File: src/rtl/regfile_2r1w.sv
// Register file: one write port and two independent read ports. Each read returns
// registered data one cycle after its request, with write-first bypass on collisions.
module regfile_2r1w #(
  parameter int DATA_W   = 8,
  parameter int ADDR_W   = 3,
  parameter int ZERO_REG = 1
) (
  input  logic              clk,
  input  logic              rst_n,
  input  logic              we,
  input  logic [ADDR_W-1:0] waddr,
  input  logic [DATA_W-1:0] wdata,
  input  logic              ra_req,
  input  logic [ADDR_W-1:0] ra_addr,
  output logic [DATA_W-1:0] ra_data,
  output logic              ra_valid,
  input  logic              rb_req,
  input  logic [ADDR_W-1:0] rb_addr,
  output logic [DATA_W-1:0] rb_data,
  output logic              rb_valid,
  output logic              rd_busy
);

  localparam int DEPTH = 2 ** ADDR_W;

  logic [DATA_W-1:0] r_mem [DEPTH];
  logic              w_wr_en;

  logic [1:0]             w_req;
  logic [ADDR_W-1:0]      w_addr   [2];
  logic [DATA_W-1:0]      w_rdata  [2];
  logic [DATA_W-1:0]      r_data   [2];
  logic [1:0]             r_valid;
  logic                   r_busy;

  // Writes to register 0 are discarded when it is hard-wired to zero.
  assign w_wr_en = we && !((ZERO_REG != 0) && (waddr == '0));

  always_ff @(posedge clk or negedge rst_n) begin
    if (!rst_n) begin
      for (int i = 0; i < DEPTH; i++) begin
        r_mem[i] <= '0;
      end
    end else if (w_wr_en) begin
      r_mem[waddr] <= wdata;
    end
  end

  assign w_req[0]  = ra_req;
  assign w_req[1]  = rb_req;
  assign w_addr[0] = ra_addr;
  assign w_addr[1] = rb_addr;

  genvar gi;
  generate
    for (gi = 0; gi < 2; gi++) begin : g_rd_port
      // Zero register wins over the bypass; otherwise a same-edge write is returned.
      always_comb begin
        w_rdata[gi] = r_mem[w_addr[gi]];
        if ((ZERO_REG != 0) && (w_addr[gi] == '0)) begin
          w_rdata[gi] = '0;
        end else if (we && (waddr == w_addr[gi])) begin
          w_rdata[gi] = wdata;
        end
      end

      always_ff @(posedge clk or negedge rst_n) begin
        if (!rst_n) begin
          r_data[gi]  <= '0;
          r_valid[gi] <= 1'b0;
        end else begin
          r_valid[gi] <= w_req[gi];
          if (w_req[gi]) begin
            r_data[gi] <= w_rdata[gi];
          end
        end
      end
    end
  endgenerate

  // Registered copy of the OR of both valids, so it tracks them without an input path.
  always_ff @(posedge clk or negedge rst_n) begin
    if (!rst_n) begin
      r_busy <= 1'b0;
    end else begin
      r_busy <= ra_req | rb_req;
    end
  end

  assign ra_data  = r_data[0];
  assign rb_data  = r_data[1];
  assign ra_valid = r_valid[0];
  assign rb_valid = r_valid[1];
  assign rd_busy  = r_busy;

endmodule

File: config.mk
export PLATFORM = sky130hd
export DESIGN_NAME = regfile_2r1w
export DESIGN_NICKNAME = d
export VERILOG_FILES = /design/src/rtl/regfile_2r1w.sv
export SDC_FILE = /design/constraint.sdc
export NUM_CORES = 1
export LEC_CHECK = 0
export BUFFER_PORTS_ARGS = -buffer_cell sky130_fd_sc_hd__buf_2
export CORE_ASPECT_RATIO = 1.4
export CORE_MARGIN = 4
export CORE_UTILIZATION = 39
export CTS_BUF_LIST = sky130_fd_sc_hd__clkbuf_4 sky130_fd_sc_hd__clkbuf_8
export CTS_CLUSTER_SIZE = 10
export DETAILED_ROUTE_END_ITERATION = 10
export GPL_ROUTABILITY_DRIVEN = 0
export PLACE_DENSITY = 0.6
export RECOVER_POWER = 50
export SLEW_MARGIN = 10
export SYNTH_ARGS = -nofsm -noshare
export SYNTH_HDL_FRONTEND = slang
export SYNTH_SLANG_ARGS = --single-unit
File: constraint.sdc
create_clock -name clk -period 3.45 [get_ports clk]
set_input_delay 0.1725 -clock clk [delete_from_list [all_inputs] [get_ports clk]]
set_output_delay 0.1725 -clock clk [all_outputs]
set_load 0.005 [all_outputs]
# Word-level counts from Yosys, hierarchy flattened
# Index checks and enable logic that the tools add are counted.
[word_totals]
word_cells = 44
regBits = 83
in_bits = 22
out_inout_bits = 19
[classes]
magnitude_cmp = 4
n_eq_ne = 2
reduce_logical = 8
mux = 13
bitwise = 4
[op_table]
columns = ["operator", "n"]
rows = [
  ["8-bit 2-to-1 mux", 9],
  ["64-bit bitwise mux", 1],
  ["8-bit binary-select mux with 3-bit select", 2],
  ["8-bit demux with 3-bit select", 1],
  ["4-bit greater-or-equal comparator (second input constant)", 3],
  ["3-bit inverter with 4-bit output", 3],
  ["3-bit zero test", 3],
  ["3-bit equality test", 2],
  ["1-bit logical AND", 4],
  ["4-bit by 1-bit less-than comparator with 1-bit output (second input constant)", 1],
  ["1-bit zero test", 1],
  ["1-bit bitwise OR", 1],
]

# Logic depth before layout (Yosys ltp)
[logic_depth]
word_depth = 6
ltp_mapped = 6

# Worst setup path after synthesis
# Ideal clock, no wire load.
[synth_path]
kind = "in2reg"
startpoint = "input rb_addr[2]"
endpoint = "register r_data (netlist bit rb_data[0])"
arrival_time_ps = 1645
setup_time_ps = 126
path_buffers = 2
required_time_ps = 3324
path_stages = 5
setup_slack_ps = 1679
cell_sequence = "clkbuf_1 -> clkbuf_1 -> mux4_2 -> mux2_2 -> a221o_1"
[synth_via]
elab_chain_cells = 6
elab_cells_between_ends = 9
[synth_lines]
columns = ["item", "line_no", "rtl"]
rows = [
  ["start: declaration", "18", "input logic [ADDR_W-1:0] rb_addr,"],
  ["3-bit inverter with 4-bit output (not written as such)", "59", "w_rdata[gi] = r_mem[w_addr[gi]];"],
  ["8-bit binary-select mux with 3-bit select", "59", ""],
  ["8-bit 2-to-1 mux (not written as such) (2 in series)", "59", ""],
  ["8-bit 2-to-1 mux", "62", "end else if (we && (waddr == w_addr[gi])) begin"],
  ["8-bit 2-to-1 mux *", "60", "if ((ZERO_REG != 0) && (w_addr[gi] == '0)) begin"],
  ["end signal: indexed assignment", "74", "r_data[gi] <= w_rdata[gi];"],
  ["end: declaration", "32", "logic [DATA_W-1:0] r_data [2];"],
]
# Mark *: on every way between the ends. The rest lies on a longest branch, timed or not. The select of a mux whose other input is x is not followed.
# A chain may end at the register's enable or synchronous reset.

# Worst setup path in the final report
[layout_path]
startpoint = "input ra_addr[1]"
endpoint = "register r_data (netlist bit ra_data[7])"
[layout_via]
elab_chain_cells = 6
elab_cells_between_ends = 9
[layout_lines]
columns = ["item", "line_no", "rtl"]
rows = [
  ["start: declaration", "14", "input logic [ADDR_W-1:0] ra_addr,"],
  ["3-bit inverter with 4-bit output (not written as such)", "59", ""],
  ["8-bit binary-select mux with 3-bit select", "59", ""],
  ["8-bit 2-to-1 mux (not written as such) (2 in series)", "59", ""],
  ["8-bit 2-to-1 mux", "62", ""],
  ["8-bit 2-to-1 mux *", "60", ""],
]
# Marked as above.

==> summary.md <==
| Metric | Value |
|---|---|
| Status | `finished with violations` |
| Failing checks | `capacitance limit, slew limit` |
| PostCTS Resize Cnt | `0` |
| Hold Vio Cnt, Final | `0` |
| FF+latch count, synth | `83` |
| Cell Area, Synth | `4300 um^2` |
| Post-synthesis mux area share | `0.374` |
| Via count | `2460` |
| Synth cell types | `24` |
| CTS root buf | `clkbuf_8` |
| Compound-Gate Fraction of Synth Area | `0.0419` |
| Clock Skews | `~0.0083 ns` |
| Seq/Total Area, Yosys | `0.483` |
| Slew Viols, Final | `84` |
| RSZ-0062 raised after global routing | `false` |
| Mean Syn Cell Area | `roughly 16 um^2` |
| Top cell type's share of synthesized area | `0.483` |
| Setup TNS after final layout | `0 ns` |
| Vias per cell | `5.59` |
| # hold bufs at CTS | `0` |
| Largest family of logic cells by synthesized area | `multiplexers` |
| EDFF count, synth | `0` |
| Clk pwr share | `0.295` |
| Startpoint type of the worst setup path | `input port` |
| Final Setup Violations | `0` |
| NetSw | `approximately 660 uW` |
| Most frequent cell after synthesis | `dfrtp_1` |
| Num rows | `between 40 and 50` |
| Drt wl/cell | `21.9 um` |
| N_diodes | `0` |
| CTS tree | `built` |
| Sw Ratio | `0.257` |
| Total global-route track usage | `0.156` |
| DRC Markers | `0` |
| Vias in the first global route | `approximately 2500` |
| Slew margin rel. | `-0.381` |
| CTS H-tree depth | `3` |
| Synthesized Nets | `292` |
| Worst setup path class | `input port to flip-flop` |
| Mapped Cells | `between 200 and 300` |
| Crit share post-route | `0.494` |
| Total congestion overflow | `0` |
| Clock transition at the registers of the reported paths | `0.08 ns` |
| Peak VDD IR | `0.217 mV` |
| Largest cells by area after synthesis | `dfrtp_1 (48%), mux4_1 (15%), mux2_1 (15%)` |
| Layout cells sized above 1 | `0.268` |
| Die area | `12800 um^2` |
| Core area | `around 11000 um^2` |
| Clock Path Buffers | `2` |
| Initial antenna violation count | `0` |
| Worst slew pin tran | `about 2.1 ns` |
| I/O Pins | `41` |
| WHS | `0.149 ns` |
| Combinational power share | `0.209` |
| Synth Area in Adders | `0` |
| First-pass GRT wire length | `about 15000 um` |
| Crit path required time | `about 3.8 ns` |
| Most used flip-flop cell after synthesis | `dfrtp_1` |
| Hold Path Class | `input port to flip-flop` |
| Int Pwr | `1.91 mW` |
| Leak | `2.09 nW` |
| Final WL | `9630 um` |
| Synth Area in XOR/XNOR | `0.0122` |
| Sequential share of power | `0.497` |
| HPWL Detailed | `6020 um` |
| Die span in y | `132 um` |
| Total power | `2.57 mW` |
| Synth async-reset ratio | `1.00` |
| Initial core utilization | `0.398` |
| Synthesis-to-finish area growth | `10.3%` |
| Fmax | `0.586 GHz` |
| 1st-pass router iterations | `4` |
| DRT antenna net count | `0` |
| Commonest cells post-synth | `dfrtp_1 (83), mux2_1 (56), mux4_1 (24)` |
| Yosys top cell by area | `dfrtp_1` |
| Pwr dens | `541 nW/um^2` |
| Post-CTS setup buffers | `0` |
| Synth warn | `0` |
| Clk Latency, worst-skew pair | `approximately 0.36 ns` |
| Crit end category | `flip-flop` |
| Clock Sinks | `83` |
| CP Max Fanout | `18` |
| DRT iter0 DRCs | `82` |
| NumNets Final | `318` |
| Tmin final | `1.71 ns` |
| Max-cap violations | `1` |
| Die width | `96.7 um` |
| Largest net degree at the start of global routing | `84` |
| Port Buffers | `40` |
| Num CTS Buffers | `9` |
| Simple-gate share of the synthesized area | `0.0492` |
| CP Data Arrival Time | `2.01 ns` |
## critical path: stages
cell and delay (ns):
buf_2 0.48, xnor2_1 0.18, and4_1 0.21, nor2b_1 0.68, a221o_1 0.29
## power groups by stage
stage / Sequential (mW) / Clock, mW / Combinational (mW)
floorplan: 1.26 / 0 / 0.391
global placement: 1.28 / 0 / 0.533
detailed placement: 1.29 / 0 / 0.543
CTS: 1.28 / 0.771 / 0.546
global route: 1.30 / 0.807 / 0.585
finish: 1.27 / 0.756 / 0.535
## per-layer routing
layer / GRT usage / wire length (um)
met1: 0.186 / 4010
met2: 0.270 / 5080
met3: 0.0371 / 369
met4: 0.0625 / 172
met5: 0 / 0
## area by class of cell
class / instances / area, um^2
Fill cell: 998 / 6070
Sequential cell: 83 / 2080
Tap cell: 141 / 176
Clock inverter: 3 / 65.1
Clock buffer: 11 / 139
Inverter: 1 / 3.75
Multi-Input combinational cell: 160 / 2080
Timing Repair Buffer: 41 / 205
## placed cells by master, fill, tap and decap left out
cell and n:
nor4bb_4 1, clkinv_2 1, nand4_1 2, clkbuf_1 2, mux2_1 56, a221o_1 16
clkbuf_8 9, bufinv_16 2, mux2_2 15, nand2_1 2, mux4_1 24, clkbuf_2 1
o21ai_1 1, clkbuf_4 2, nor2b_1 18, buf_4 1, nor3_2 1, nor2_1 2
xnor2_1 6, or2_2 1, o31ai_1 2, buf_2 37, nand4b_1 3, dfrtp_1 83
nor4bb_2 1, inv_1 1, and4_1 1, mux4_2 8
## registers in the layout, indices dropped and copies added (netlist names)
signal / cells
ra_data: 8
rb_valid: 1
ra_valid: 1
rb_data: 8
rd_busy: 1
r_mem: 64
## cell families (layout without fill, tap and decap cells)
group | Yosys count | after routing
compound gates | 19 | 19
xor+xnor | 6 | 6
buf+inv | 27 | 56
flops | 83 | 83
mux | 103 | 103
simple gates | 32 | 32
## final timing paths
path / start / to / slack, ns / cells past startpoint
max: ra_addr[1] / ra_data[7] / 1.74 / 5
min: wdata[6] / r_mem[22] / 0.15 / 2
max reg2reg: r_mem[22] / ra_data[6] / 1.82 / 3
min reg2reg: r_mem[62] / r_mem[62] / 0.39 / 0
max in group asynchronous: rst_n / r_mem[14] / 1.83 / 1
min in group asynchronous: rst_n / r_mem[5] / 0.39 / 1
## metrics by stage
stage,std cells,utilization,instance area [um^2],worst slack [ns]
4_1_cts,440,0.439,4750,1.76
3_3_place_gp,426,0.420,4540,1.39
2_1_floorplan,270,-,4300,1.68
5_1_grt,440,0.439,4740,1.41
3_5_place_dp,426,0.420,4540,1.37
6_report,440,0.439,4740,1.74
Note: power is estimated with default switching activity, not from simulation.
